`config.mk`:
```
export PLATFORM = sky130hd
export DESIGN_NAME = latch_feed_debouncer
export DESIGN_NICKNAME = d
export VERILOG_FILES = /design/src/rtl/latch_feed_pkg.sv /design/src/rtl/latch_feed_debouncer_sync_2ff.sv /design/src/rtl/latch_feed_debouncer.sv
export SDC_FILE = /design/constraint.sdc
export NUM_CORES = 1
export LEC_CHECK = 0
export ABC_AREA = 1
export ABC_CLOCK_PERIOD_IN_PS = 1550
export CAP_MARGIN = 5
export CORE_MARGIN = 3
export CORE_UTILIZATION = 54
export CTS_BUF_LIST = sky130_fd_sc_hd__clkbuf_8
export CTS_CLUSTER_SIZE = 16
export DETAILED_ROUTE_END_ITERATION = 6
export PLACE_DENSITY = 0.76
export SYNTH_ARGS = -nofsm -noshare
export SYNTH_HDL_FRONTEND = slang
export SYNTH_SLANG_ARGS = --single-unit
```
`constraint.sdc`:
```
create_clock -name Clk -period 1.55 [get_ports Clk]
set_clock_uncertainty 0.1 [all_clocks]
set_input_delay 0.31 -clock Clk [delete_from_list [all_inputs] [get_ports Clk]]
set_output_delay 0.31 -clock Clk [all_outputs]
set_load 0.1 [all_outputs]
```
`src/rtl/latch_feed_pkg.sv`:
```
// Shared definitions for the latch feed debouncer: FSM state encoding
// and the default qualification window.
package latch_feed_pkg;

  // Two-state qualifier: idle on a settled level, or timing a candidate change.
  typedef enum logic {
    ST_STABLE = 1'b0,
    ST_CHECK  = 1'b1
  } feedState_e;

  // Default number of consecutive synchronised cycles a new level must hold.
  localparam int DEFAULT_STABLE_CYCLES = 4;

  // Default width of the stability counter.
  localparam int DEFAULT_CNT_W = 16;

endpackage : latch_feed_pkg

```
`src/rtl/latch_feed_debouncer_sync_2ff.sv`:
```
// Two-flop synchroniser for a single asynchronous level. Both stages
// clear synchronously so the debouncer starts from a known low level.
module sync_2ff (
  input  logic clock_i,
  input  logic reset_i,
  input  logic asyncIn_i,
  output logic syncOut_o
);

  logic stage1_q;
  logic stage2_q;

  // Shift the raw level through two flops to let metastability settle.
  always_ff @(posedge clock_i) begin
    if (reset_i) begin
      stage1_q <= 1'b0;
      stage2_q <= 1'b0;
    end else begin
      stage1_q <= asyncIn_i;
      stage2_q <= stage1_q;
    end
  end

  assign syncOut_o = stage2_q;

endmodule : sync_2ff

```
`src/rtl/latch_feed_debouncer.sv`:
```
// Debounced feeder for a level-sensitive D/En latch. The raw pin is
// synchronised, a candidate change is timed for STABLE_CYCLES cycles, and
// only a change that survives the whole window updates D together with a
// single-cycle En strobe. Every output comes straight from a flop.
module latch_feed_debouncer
  import latch_feed_pkg::*;
#(
  parameter int STABLE_CYCLES = DEFAULT_STABLE_CYCLES,
  parameter int CNT_W         = DEFAULT_CNT_W
) (
  input  logic Clk,
  input  logic Rst,
  input  logic Din_raw,
  output logic D,
  output logic En,
  output logic Busy
);

  // Reject an unusable window at elaboration: fewer than two cycles cannot
  // filter anything, and the terminal count must fit in the counter.
  if ((STABLE_CYCLES < 2) ||
      (longint'(STABLE_CYCLES) > ((longint'(1) << CNT_W) - longint'(1)))) begin : gBadStableCycles
    $error("latch_feed_debouncer: STABLE_CYCLES must lie in 2..2**CNT_W-1");
  end

  // Count value on which a still-mismatching candidate is accepted.
  localparam logic [CNT_W-1:0] CntTerminal = CNT_W'(STABLE_CYCLES - 1);

  logic syncLevel;

  feedState_e       state_q, state_d;
  logic [CNT_W-1:0] cnt_q,   cnt_d;
  logic             data_q,  data_d;
  logic             en_q,    en_d;
  logic             busy_q,  busy_d;

  sync_2ff uSync (
    .clock_i   (Clk),
    .reset_i   (Rst),
    .asyncIn_i (Din_raw),
    .syncOut_o (syncLevel)
  );

  // Next-state logic: start timing on a mismatch, abandon on a return to
  // the current level, accept when the mismatch reaches the terminal count.
  always_comb begin
    state_d = state_q;
    cnt_d   = cnt_q;
    data_d  = data_q;
    en_d    = 1'b0;

    case (state_q)
      ST_STABLE: begin
        if (syncLevel != data_q) begin
          state_d = ST_CHECK;
          cnt_d   = CNT_W'(1);
        end else begin
          cnt_d   = '0;
        end
      end
      ST_CHECK: begin
        if (syncLevel == data_q) begin
          state_d = ST_STABLE;
          cnt_d   = '0;
        end else if (cnt_q == CntTerminal) begin
          state_d = ST_STABLE;
          cnt_d   = '0;
          data_d  = syncLevel;
          en_d    = 1'b1;
        end else begin
          cnt_d   = cnt_q + CNT_W'(1);
        end
      end
    endcase

    busy_d = (state_d == ST_CHECK);
  end

  // State, counter and output registers; reset wins over any qualification.
  always_ff @(posedge Clk) begin
    if (Rst) begin
      state_q <= ST_STABLE;
      cnt_q   <= '0;
      data_q  <= 1'b0;
      en_q    <= 1'b0;
      busy_q  <= 1'b0;
    end else begin
      state_q <= state_d;
      cnt_q   <= cnt_d;
      data_q  <= data_d;
      en_q    <= en_d;
      busy_q  <= busy_d;
    end
  end

  assign D    = data_q;
  assign En   = en_q;
  assign Busy = busy_q;

endmodule : latch_feed_debouncer

```
# After elaboration in Yosys (flattened, before gate mapping)
# Cells that the tools add are included.
# classes
addsub,1
n_mul,0
div,0
magnitude_cmp,0
eq_ne,3
shifts,0
n_mux,9
bitwise_logic,2
reduce_logical,2
# ops
op,count
$mux W16,2
$pmux W16 S2,1
$add A16 B1 Y16 const B,1
$eq A16 B2 Y1 const B,1
$mux W1,5
$reduce_and A3 Y1,1
$reduce_or A3 Y1,1
$not A1 Y1,2
$pmux W1 S2,1
$eq A1 B1 Y1,1
$ne A1 B1 Y1,1
# totals
register_bits,21
latchBits,0
ramBits,0
romBits,0
in_bits,3
output_inout_bits,3
wordCells,23
mem_count,0

# Depth between registers and ports, before layout
# logic_depth
ltp_word,4
depth_mapped,9
ltp_nobuf,9

# Cells and area by module
# From an unflattened synthesis, not the netlist that was laid out.
# unflattened
hier_cells,144
area_unflattened_um2,1014.7
# by_module_without_submodules
mod,instances,cells_each,area_per_inst_um2,seq_area_each_um2
latch_feed_debouncer,1,138,959.7,380.4
sync_2ff,1,6,55.1,40.0

# Worst setup path after synthesis
# OpenSTA, ideal clock, no wires.
# synth_path
path_type,register -> register
from,"register data_q, in the netlist D"
to,register cnt_q[11]
setup_ns,0.070
arrival_ns,1.731
required_ns,1.380
path_slack_ns,-0.350
path_stages_with_launch,7
n_path_buf,1
synth_period_minus_slack_ns,1.900
path_cell_list,dfxtp_1 or2_2 nand3_1 nor2_1 nand2_2 buf_6 a21oi_1
# synth_between
elab_chain_cells,3
# synth_rtl
item,line_no,text
from (decl),latch_feed_debouncer.sv:33,"logic data_q, data_d;"
from (signal assigned),latch_feed_debouncer.sv:90,data_q <= data_d;
$eq A1 B1 Y1,latch_feed_debouncer.sv:62,if (syncLevel == data_q) begin
$mux W16,latch_feed_debouncer.sv:62,
$pmux W16 S2,latch_feed_debouncer.sv:52,case (state_q)
to (signal assigned),latch_feed_debouncer.sv:89,cnt_q <= cnt_d;
to (decl),latch_feed_debouncer.sv:32,"logic [CNT_W-1:0] cnt_q, cnt_d;"
# No other way between the ends.
# A chain may end at the register's enable or synchronous reset.

# Final worst setup path
# layout_path
from,register cnt_q[0]
to,register cnt_q[15]
# layout_between
elab_chain_cells,4
word_cells_on_any_way,5
classes_between,add/sub (1); eq/ne (1); mux (3)
# layout_rtl
item,line_no,text
$add A16 B1 Y16 / $eq A16 B2 Y1 (equally long branches),"latch_feed_debouncer.sv:71, latch_feed_debouncer.sv:65",
$mux W16 *,latch_feed_debouncer.sv:65,end else if (cnt_q == CntTerminal) begin
$mux W16 *,latch_feed_debouncer.sv:62,
$pmux W16 S2 *,latch_feed_debouncer.sv:52,
# Mark *: on every way between the ends. The rest lies on a longest branch, timed or not.

==> impl_metrics.toml <==
[pwr]
leakagePower_nw = 0.409
p_per_area_nw_per_um2 = 740
total_power_mw = 0.926
ir_worst_vdd_uv = 552

[global_route]
grt_pass1_wl_mm = 3.42
antenna_found_initial = 0
grt_util_all_layers_pct = 18.2
grt_pass1_vias = 862
grt_max_degree = 16
overflow = 0

[cts]
cts_sinks = 21
cts.htree.levels = 1
cts_buffer_depth = 2
cts.hold.buffers_added = 0
root_buffer = "clkbuf_8"
cts_tree = "done"
cts_made_buffers = 3
clk_pin_slew_worst_paths_ps = 80
clkLatencyLatePin_ps = 260

[timing]
fin_setup_tns_ps = 0
rsz0062_at_grt = "false"
timing.final.ws_setup_ps = 136
min_period_ps = 1410
fin_crit_sh_pct = 91.2
clock.fmax_mhz = 707
maxSlewHeadroom_pct = 82.0
hold_slack_ps = 329
setup_viol = 0
worst_slew_pin_slew_ps = 270
hold_viol_final = 0
slew_violations = 0

[route]
drtAntennaViolNets = 0
routedWlPerCell_um = 11.1
via_per_inst = 4.96
wl_mm = 2.03
dr_total_vias = 908
dr.first_iter.drc_count = 19
drc = 0
dr.pass1.iters = 4

[finish]
finalInstanceArea_um2 = 1250
num_antenna_cells = 0
drive_above_1_share_pct = 24.1
num-fill-cells = 153
fin_nets = 163
finish.utilization_pct = 71.8
final_cells = 183
area_growth_pct = 23.4

[synthesis]
syn_area_um2 = 1010
yosysUniqueCellTypes = 23
synth_edf_count = 0
synthCells = 144
seq_area_frac_synth_pct = 41.4
synth.largest_area_cell = "dfxtp_1"
synth_fp_nets = 148
ys_ff_latch = 21
ys_top_cells_by_area = "dfxtp_1 (41%), nand2_1 (13%), nor2_1 (10%), inv_1 (5.5%), a21oi_1 (4.9%)"
syn_area_per_cell_um2 = 7.05
synth_top_area_share_pct = 41.4
synthTopCellsByCount = "nand2_1 (34), nor2_1 (27), dfxtp_1 (21), inv_1 (15), a21oi_1 (10)"
synth.most_common_cell = "nand2_1"
dominantRegCellSynth = "dfxtp_1"
ys_warn_count = 0
synth_async_sr_flop_share_pct = 0

[worst_setup_path]
path_class = "reg -> reg"
timing.critical_path.arrival_ps = 1470
cp-end-kind = "flop"
startpoint_type = "flop"
worstPathMaxFanout = 7
cp.required_ps = 1600

[floorplan]
die_w_um = 49.4
ioPinCount = 6
core_um2 = 1750
die_h_um = 49.4
num_rows = 15
initial_core_util_pct = 58.1
die_area_um2 = 2440

[outcome]
status = "complete, no violations"

[placed_design]
place.gp.congestion = 0.865
postPlaceCellArea_um2 = 1160
hpwl_mm = 1.43
dp.cells = 178
io_buffers = 5
pre_cts_slack_ps = -102

[run]
cap_violations = 0

[hold_path]
hp-class = "reg -> reg"
[cell usage in the layout (no fill, tap or decap), types with 4 or more instances in the layout]
master   Yosys  layout
nand2_1     34      33
nor2_2       2       6
nand3_1      7       6
buf_4        0       5
inv_1       15      14
nand4_1      4       4
dfxtp_1     21      17
a21oi_1     10      10
nor2_1      27      23
[registers in the layout, summed over array words and instances, names as in the netlist]
signal	count
Busy	1
D	1
cnt_q	16
En	1
uSync.stage1_q	1
uSync.syncOut_o	1
[where the power goes]
group | internal (mW) | switching, mW
sequential | 0.541 | 0.00283
combinational | 0.0137 | 0.0134
clock | 0.179 | 0.176
[routing by layer]
metal | part of all wire [%] | wire (µm) | track usage (%) | vias to the layer above
li1 | - | - | - | 477
met1 | 44 | 899 | 20.8 | 411
met2 | 50 | 1020 | 31.0 | 15
met3 | 3.4 | 69 | 3.67 | 5
met4 | 1.7 | 34 | 10.4 | 0
met5 | 0 | 0 | 0 | -
[critical path: stages (launching register included)]
cell and delay (ps):
dfxtp_2 350, ha_4 140, inv_2 40, nor2_2 110, nand2_1 70, nor2_2 160, nand2_2 130, nand2_4 140
a21oi_1 60
[path summary, 6_finish.rpt]
kind / startpoint / cells after the start / to / slack (ps)
hold / removal: uSync.stage1_q / 2 / uSync.syncOut_o / 330
setup / recovery: cnt_q[0] / 8 / cnt_q[15] / 140
hold reg to reg: uSync.stage1_q / 2 / uSync.syncOut_o / 330
setup reg to reg: cnt_q[0] / 8 / cnt_q[15] / 140
[layout make-up]
cell class                      count  area, µm²  share of cell area (%)
Clock buffer                        3       41.3                    3.30
Clock inverter                      1       5.00                   0.400
Inverter                           16       60.1                    4.80
Multi-Input combinational cell    107        569                    45.5
Sequential cell                    21        428                    34.2
Tap cell                           25       31.3                    2.50
Timing Repair Buffer               10        118                    9.39
[logic make-up after synthesis]
group           synth area share (%)
flops                           41.4
xor+xnor                        2.59
compound gates                  6.29
buf+inv                         7.03
fa+ha+maj                       1.23
simple gates                    41.4
[timing repair]
item,in CTS,in global routing
endpoints found under the setup margin,15,19
gates resized for setup,1,12
pin swaps,0,3
buffers inserted,0,0
cloned,0,1
No activity file was read; power rests on OpenSTA's default activity.
